File: config.mk
export PLATFORM = sky130hd
export DESIGN_NAME = ex_alu_seq
export DESIGN_NICKNAME = d
export VERILOG_FILES = /design/src/rtl/ex_alu_seq.sv
export SDC_FILE = /design/constraint.sdc
export NUM_CORES = 1
export LEC_CHECK = 0
export BUFFER_PORTS_ARGS = -buffer_cell sky130_fd_sc_hd__buf_4
export CAP_MARGIN = 20
export CORE_UTILIZATION = 35
export CTS_CLUSTER_SIZE = 28
export DETAILED_ROUTE_END_ITERATION = 8
export GPL_TIMING_DRIVEN = 1
export REMOVE_ABC_BUFFERS = 1
export SLEW_MARGIN = 20
export SYNTH_ARGS = -nofsm -noshare
export SYNTH_HDL_FRONTEND = slang
export SYNTH_SLANG_ARGS = --single-unit
File: constraint.sdc
create_clock -name clk -period 11.6 [get_ports clk]
set_input_delay 1.74 -clock clk [delete_from_list [all_inputs] [get_ports clk]]
set_output_delay 1.74 -clock clk [all_outputs]
set_load 0.005 [all_outputs]
File: src/rtl/ex_alu_seq.sv
// ex_alu_seq: three-state sequencer that decodes an ALU request, drives an external ALU and holds the result until accepted (optional signed branches via EX_ALU_SIGNED_BR_EN)
module ex_alu_seq (
  input  logic        clk,
  input  logic        reset,
  input  logic        in_valid,
  output logic        in_ready,
  input  logic [1:0]  in_class,
  input  logic [2:0]  in_funct3,
  input  logic        in_funct7_5,
  input  logic [63:0] in_a,
  input  logic [63:0] in_b,
  input  logic [4:0]  in_rd,
  output logic [63:0] alu_a,
  output logic [63:0] alu_b,
  output logic [3:0]  alu_op,
  input  logic [63:0] alu_result,
  input  logic        alu_zero,
  input  logic        alu_lt,
  output logic        out_valid,
  input  logic        out_ready,
  output logic [63:0] out_result,
  output logic [4:0]  out_rd,
  output logic        out_taken,
  output logic        out_illegal
);
  localparam logic [1:0] IDLE = 2'd0, EXEC = 2'd1, HOLD = 2'd2;
  logic [1:0] state;
  logic [63:0] a_q, b_q;
  logic [3:0] op_q;
  logic [4:0] rd_q;
  logic [1:0] cls_q;
  logic [2:0] f3_q;
  logic ill_q;
  logic [3:0] dec_op;
  logic dec_ill;
  logic taken;
  assign in_ready = state == IDLE;
  assign out_valid = state == HOLD;
  assign alu_a = a_q;
  assign alu_b = b_q;
  assign alu_op = op_q;
  // decode the incoming request into an ALU opcode and an illegal flag
  always_comb begin
    dec_op = 4'b0010;
    dec_ill = 1'b0;
    case (in_class)
      2'b00: dec_op = 4'b0010;
      2'b10:
        case (in_funct3)
          3'b000: dec_op = in_funct7_5 ? 4'b0110 : 4'b0010;
          3'b111: dec_op = 4'b0000;
          3'b110: dec_op = 4'b0001;
          3'b001: dec_op = 4'b1111;
          default: dec_ill = 1'b1;
        endcase
      2'b01: begin
        dec_op = 4'b0110;
        case (in_funct3)
          3'b000, 3'b001, 3'b110, 3'b111: dec_ill = 1'b0;
`ifdef EX_ALU_SIGNED_BR_EN
          3'b100, 3'b101: dec_ill = 1'b0;
`endif
          default: dec_ill = 1'b1;
        endcase
      end
      default: dec_ill = 1'b1;
    endcase
  end
`ifdef EX_ALU_SIGNED_BR_EN
  logic slt;
  assign slt = $signed(a_q) < $signed(b_q);
`endif
  // branch decision from the registered request and the ALU flags
  always_comb begin
    taken = 1'b0;
    if (cls_q == 2'b01 && !ill_q)
      case (f3_q)
        3'b000: taken = alu_zero;
        3'b001: taken = ~alu_zero;
        3'b110: taken = alu_lt;
        3'b111: taken = ~alu_lt;
`ifdef EX_ALU_SIGNED_BR_EN
        3'b100: taken = slt;
        3'b101: taken = ~slt;
`endif
        default: taken = 1'b0;
      endcase
  end
  // sequencer: accept in IDLE, capture in EXEC, hold until downstream takes it
  always_ff @(posedge clk or posedge reset) begin
    if (reset) begin
      state <= IDLE;
      a_q <= '0;
      b_q <= '0;
      op_q <= '0;
      rd_q <= '0;
      cls_q <= '0;
      f3_q <= '0;
      ill_q <= 1'b0;
      out_result <= '0;
      out_rd <= '0;
      out_taken <= 1'b0;
      out_illegal <= 1'b0;
    end else begin
      case (state)
        IDLE:
          if (in_valid) begin
            a_q <= in_a;
            b_q <= (in_class == 2'b10 && in_funct3 == 3'b001 && !dec_ill) ? {58'b0, in_b[5:0]} : in_b;
            op_q <= dec_ill ? 4'b0010 : dec_op;
            rd_q <= in_rd;
            cls_q <= in_class;
            f3_q <= in_funct3;
            ill_q <= dec_ill;
            state <= EXEC;
          end
        EXEC: begin
          out_result <= ill_q ? 64'd0 : alu_result;
          out_rd <= rd_q;
          out_taken <= taken;
          out_illegal <= ill_q;
          state <= HOLD;
        end
        HOLD: if (out_ready) state <= IDLE;
        default: state <= IDLE;
      endcase
    end
  end
endmodule

==> parameters.txt, run 1 <==
Parameter                              Value

Global routing
  Congestion Overflow GR    0
  Wire length of the first global-routing pass    40.9 mm
  Largest net degree at the start of global routing    102
  Number of global-route vias before repair    7335
  GRT Util Overall    20.3%
  Number of antenna violations at the first check in global routing    1

Clocking
  CTS Root Buffer Type    clkbuf_16
  Clock transition time at the flip-flop clock pins of the worst setup and hold paths    0.06 ns
  Clock Sink Count    216
  Clock insertion delay at the later pin of the skew report    0.51 ns
  Number of H-tree levels    1
  Longest Clk Path Bufs    3
  Setup Fix Bufs, Post-CTS    0
  Post-cts resize count    0
  Number of hold buffers added after CTS    0
  Clock tree from TritonCTS    yes
  Inserted Clock Buffers    25

Die
  Total number of placement rows    57
  Boundary pin count    414
  Vertical die dimension    159 um
  Core ar.    24200 um2
  Starting density of the core    35.6%
  Die outline area    25300 um2
  Horizontal extent of the die    159 um

Routing
  Vias/cell    4.48
  Wire length per cell after detailed routing    15.7 um
  Initial drt markers    394
  Via count    7440
  Post-Route WL    26.1 mm
  Remaining design rule violation count    0
  Detail Route Antenna Nets    0
  First drt pass iteration count    4

Placed design
  Placement-stage cell area    11900 um2
  Detailed placer's ending HPWL    18.3 mm
  Number of buffers inserted by port buffering    413
  Worst slack after detailed placement    7.30 ns
  Gp weighted congestion    0.789
  Dpl cells    1615

Finish
  NumNets Final    1530
  Final Util    52.6%
  FILL cells    2332
  Area of the multi-input gates    2930 um2
  Fraction of final layout cells sized beyond drive strength 1    35.2%
  Final non-filler cell area    12700 um2
  Sequential cell area    5410 um2
  Non-filler cells, final    1659
  Syn-to-layout area delta    47.5%

STA
  Pin slew with the least headroom to its limit    1.08 ns
  RSZ-0062 raised after global routing    no
  Share of the cycle needed by the critical path after routing    32.3%
  Worst slew margin    28.0%
  Fin Setup TNS    0 ns
  Final hold violation count    0
  Fin Clk Skew    0.00929 ns
  Maximum clock rate    267 MHz
  Final setup slack of the worst path    7.86 ns
  Final hold slack    0.467 ns
  Fin. max-slew vios    0
  Final critical-path required period    3.74 ns
  Setup-failing EPs final    0

Worst setup path
  Crit path max fanout    101
  Crit-path cells    buf_4, or3b_4, inv_4, buf_4, nand2_1, o21ai_0
  Endpoint arrival time on the critical path    4.14 ns
  Required time of the critical path    12.00 ns
  CP most frequent cell    buf_4
  CP Launch Type    primary input
  Largest stage delay on the critical path    0.83 ns
  Critical path's top delay family    buffers and inverters
  Critical setup path kind    primary input to flip-flop
  Buffers & Inverters on Critical Path    3
  Slowest CP cell    buf_4
  Setup crit end kind    flip-flop

Run
  # Max-Cap Violations    0

Power and ir drop
  Worst vdd rail ir drop    0.138 mV
  Overall Power    3.37 mW
  Leakage component of the power    6.67 nW
  Power per unit of standard cell area    265 nW/um2

Yosys
  Synthesis-stage register bit count    216
  Avg Synthesized Cell Area    9.27 um2
  Number of warnings reported in the yosys synthesis log    0
  Gate Count Post-Synth    932
  Share of synthesized area occupied by flip-flops and latches    62.6%
  Post-synthesis cell area    8640 um2
  Number of distinct library cells after synthesis    32

Run status
  Status    completed

Min path
  Hold crit path type    flip-flop to flip-flop
[power by group]
group | switching, mW | internal [mW] | leakage, nW | total (mW)
combinational | 0.608 | 0.663 | 3.56 | 1.27
sequential | 0.199 | 1.11 | 2.71 | 1.31
clock | 0.299 | 0.487 | 0.400 | 0.786
[tightest hold or removal path: cells and delay by family (launching register included)]
family	cells	cell delay, ns
flops	1	0.33
simple gates	2	0.10
[registers in the layout, summed over array words and instances, names as in the netlist]
signal and cells:
cls_q 2, alu_b 64, alu_a 64, out_result 64, rd_q 5, ill_q 1
f3_q 3, out_rd 5, out_illegal 1, state 2, alu_op 4, out_taken 1
[cells in the mapped netlist, drive strengths merged]
master / n / area share [%]
nand2: 422 / 18
o21a: 1 / 0.087
inv: 5 / 0.22
o22a: 1 / 0.10
xnor2: 2 / 0.20
nand3: 3 / 0.17
ha: 3 / 0.43
nand3b: 1 / 0.087
and4bb: 1 / 0.14
nor3b: 2 / 0.17
a22o: 1 / 0.10
nor2b: 1 / 0.072
or2: 1 / 0.072
nor4b: 1 / 0.10
nor3: 1 / 0.058
buf: 35 / 2.3
nand2b: 66 / 4.8
o2bb2ai: 1 / 0.10
dfrtp: 216 / 63
a21oi: 3 / 0.17
xor2: 1 / 0.10
or3b: 1 / 0.10
mux2: 7 / 0.91
clkbuf: 26 / 1.2
nor2: 2 / 0.087
o21ai: 128 / 7.4
[cells in the final DEF (no fill, tap or decap), drive strengths merged, types with 2 or more instances in the layout]
cell    instances
o21ai         128
nand2b         66
nor2            2
a21oi           3
nand2         422
inv             5
xnor2           2
bufinv          3
dfrtp         216
nand3           3
buf           420
clkbuf         37
ha              3
nor3b           2
clkinv          3
mux2            7
[cells by family (layout without fill, tap and decap cells)]
kind of cell | count (synthesis) | after routing | synth area share [%]
AND/OR/NAND/NOR | 502 | 502 | 24.2
flip-flops | 216 | 216 | 62.6
AO/OA/AOI/OAI | 135 | 135 | 7.98
buffers and inverters | 66 | 468 | 3.63
multiplexers | 7 | 7 | 0.912
adder cells (fa/ha/maj) | 3 | 3 | 0.434
XOR/XNOR | 3 | 3 | 0.304
other | 0 | 1 | 0
[area by class of cell]
type	instances	area share, %
Timing Repair Buffer	420	24.7
Antenna cell	1	0.0196
Multi-Input combinational cell	650	23.0
Inverter	5	0.226
Clock buffer	37	5.58
Clock inverter	6	0.825
Tap cell	324	3.18
Sequential cell	216	42.4
[layer usage]
metal	track usage, %	share of wire, %	vias to the layer above
met4	6.99	3.1	0
li1	-	-	3691
met2	33.1	47	291
met3	6.59	9.1	51
met1	25.4	41	3407
met5	0	0	-
[path summary, 6_finish.rpt]
| check | slack (ns) | to | from | depth (start not counted) |
|---|---|---|---|---|
| hold reg to reg | 0.47 | rd_q[1]$_DFFE_PP0P_ | rd_q[1]$_DFFE_PP0P_ | 2 |
| setup reg to reg | 8.67 | alu_b[55]$_DFFE_PP0P_ | state[0]$_DFFE_PP0P_ | 5 |
| hold / removal | 0.47 | rd_q[1]$_DFFE_PP0P_ | rd_q[1]$_DFFE_PP0P_ | 2 |
| setup / recovery | 7.86 | alu_b[55]$_DFFE_PP0P_ | in_valid | 6 |
| max in group asynchronous | 8.89 | alu_b[18]$_DFFE_PP0P_ | reset | 3 |
| min in group asynchronous | 1.33 | out_result[40]$_DFFE_PP0N_ | reset | 2 |
(Power assumes the default switching activity.)
==> inputs of run 2 (changes only) <==
- clock period: 11.6 -> 3.8 ns (I/O delays scaled with it)
==> run 2 against run 1 <==
Net effect:
- wire length is 1.2% higher
- setup slack lost 6.5 ns
- total power grew to 3.0 times the previous value
- critical endpoint is now alu_b[19]$_DFFE_PP0P_
- sequential power grew to 3.1 times the previous value
- via count grew 0.58%
- largest cell class unchanged
==> parameters.txt, run 2 (synthesis gave the netlist of run 1 again) <==
Parameter                              Value

Routing
  Remaining design rule violation count    0
  Routed length on met3    2.41 mm
  Detailed route wirelength on metal2    12.6 mm
  Wire length on met1    10.8 mm
  Vias/cell    4.51
  First drt pass iteration count    6
  Top layer in use    met4
  Via count    7483
  Post-Route WL    26.4 mm
  Initial drt markers    465
  Detail Route Antenna Nets    0
  Wire length per cell after detailed routing    15.9 um

Die
  Starting density of the core    35.6%
  Boundary pin count    414
  Die outline area    25300 um2
  Core ar.    24200 um2
  Horizontal extent of the die    159 um
  Total number of placement rows    57
  Vertical die dimension    159 um

STA
  Fin Clk Skew    0.00900 ns
  Fin Setup TNS    0 ns
  Final hold violation count    0
  Maximum clock rate    417 MHz
  Worst slew margin    31.5%
  Fin. max-slew vios    0
  Share of the cycle needed by the critical path after routing    63.1%
  Pin slew with the least headroom to its limit    1.03 ns
  RSZ-0062 raised after global routing    no
  Setup-failing EPs final    0
  Final critical-path required period    2.40 ns

Finish
  Sequential cell area    5410 um2
  Syn-to-layout area delta    47.6%
  Most common cell after layout, fill and taps aside    nand2_1
  Final antenna diode count    0
  Top library cells by usage in the layout, fill and taps aside    nand2_1, buf_4, dfrtp_1, o21ai_0, nand2b_1
  NumNets Final    1531
  Fraction of final layout cells sized beyond drive strength 1    35.5%
  FILL cells    2326
  Area of the multi-input gates    2930 um2

Power and ir drop
  Leakage component of the power    6.68 nW
  Worst vdd rail ir drop    0.432 mV
  Power per unit of standard cell area    802 nW/um2
  Overall Power    10.2 mW

Worst setup path
  Crit-path cells    or3b_4, inv_4, buf_4, nand2_1, o21ai_0
  Critical setup path kind    flip-flop to flip-flop
  Largest stage delay on the critical path    0.70 ns
  Required time of the critical path    4.22 ns
  Buffers & Inverters on Critical Path    2
  Crit path max fanout    57
  Slowest CP cell    or3b_4
  Setup crit end kind    flip-flop
  Endpoint arrival time on the critical path    2.81 ns
  CP Launch Type    flip-flop
  Critical path's top delay family    buffers and inverters

Global routing
  Congestion Overflow GR    0
  GRT Util Overall    20.6%
  Number of global-route vias before repair    7353
  Largest net degree at the start of global routing    113
  Wire length of the first global-routing pass    41.5 mm
  Number of antenna violations at the first check in global routing    0

Clocking
  Clock Sink Count    216
  Setup Fix Bufs, Post-CTS    0
  Clock insertion delay at the later pin of the skew report    0.50 ns
  Number of H-tree levels    1
  Clock tree from TritonCTS    yes
  Number of hold buffers added after CTS    0
  Clock transition time at the flip-flop clock pins of the worst setup and hold paths    0.06 ns
  Longest Clk Path Bufs    3
  Post-cts resize count    0
  Inserted Clock Buffers    24
  CTS Root Buffer Type    clkbuf_16

Placed design
  Detailed placer's ending HPWL    18.5 mm
  Number of buffers inserted by port buffering    413
  Gp weighted congestion    0.787

Run
  # Max-Cap Violations    0

Run status
  Status    completed

Min path
  Hold crit path type    primary input to asynchronous set/reset pin
## run 2: changes by cell type in the layout (fill, tap and decap cells not counted)
cell / before / now
clkinv_2: 3 / 5
clkbuf_8: 4 / 7
diode_2: 1 / 0
clkbuf_1: 8 / 3
bufinv_16: 3 / 1
buf_12: 0 / 2
## run 2: per-stage QoR
stage	hold slack, ns	cells	area, um2	utilization (%)	setup WS [ns]
floorplan	0.442	871	8350	-	-2.68
global placement	0.456	1617	12000	49.3	1.21
detailed placement	0.462	1617	12000	49.3	1.19
CTS	0.212	1658	12800	52.6	1.37
global route	0.228	1658	12800	52.6	1.18
finish	0.181	1658	12800	52.6	1.40
## run 2: path summary, 6_finish.rpt
check | startpoint | endpoint | slack (ns) | cells after the start
worst max-delay path | state[0]$_DFFE_PP0P_ | alu_b[19]$_DFFE_PP0P_ | 1.40 | 5
max in group asynchronous | reset | alu_a[18]$_DFFE_PP0P_ | 2.73 | 3
worst min-delay path | reset | out_result[49]$_DFFE_PP0N_ | 0.18 | 2
worst max register to register | state[0]$_DFFE_PP0P_ | alu_b[19]$_DFFE_PP0P_ | 1.40 | 5
min in group clk | in_a[50] | alu_a[50]$_DFFE_PP0P_ | 0.25 | 3
worst min register to register | rd_q[4]$_DFFE_PP0P_ | rd_q[4]$_DFFE_PP0P_ | 0.47 | 2
## run 2: layer usage
metal / vias up / GRT usage (%)
li1: 3703 / -
met2: 283 / 34.2
met3: 38 / 6.64
met4: 0 / 5.51
met5: - / 0
met1: 3459 / 25.8
## run 2: worst register-to-register path, cell delays in order, from the launching register on
cell,delay [ns]
dfrtp_1,0.43
or3b_4,0.70
inv_4,0.44
buf_4,0.46
nand2_1,0.13
o21ai_0,0.15
## run 2: cell type report
cell class,instances,share of cell area (%)
sequential,216,42.4
timing repair buffer,422,25.0
multi-input combinational,650,23.0
clock buffer,35,5.75
tap,324,3.18
clock inverter,6,0.432
inverter,5,0.226
## run 2: power breakdown
part           internal (mW)  switching [mW]
logic                   2.04            1.81
registers               3.40           0.668
clock network           1.39           0.920
total                   6.83            3.40
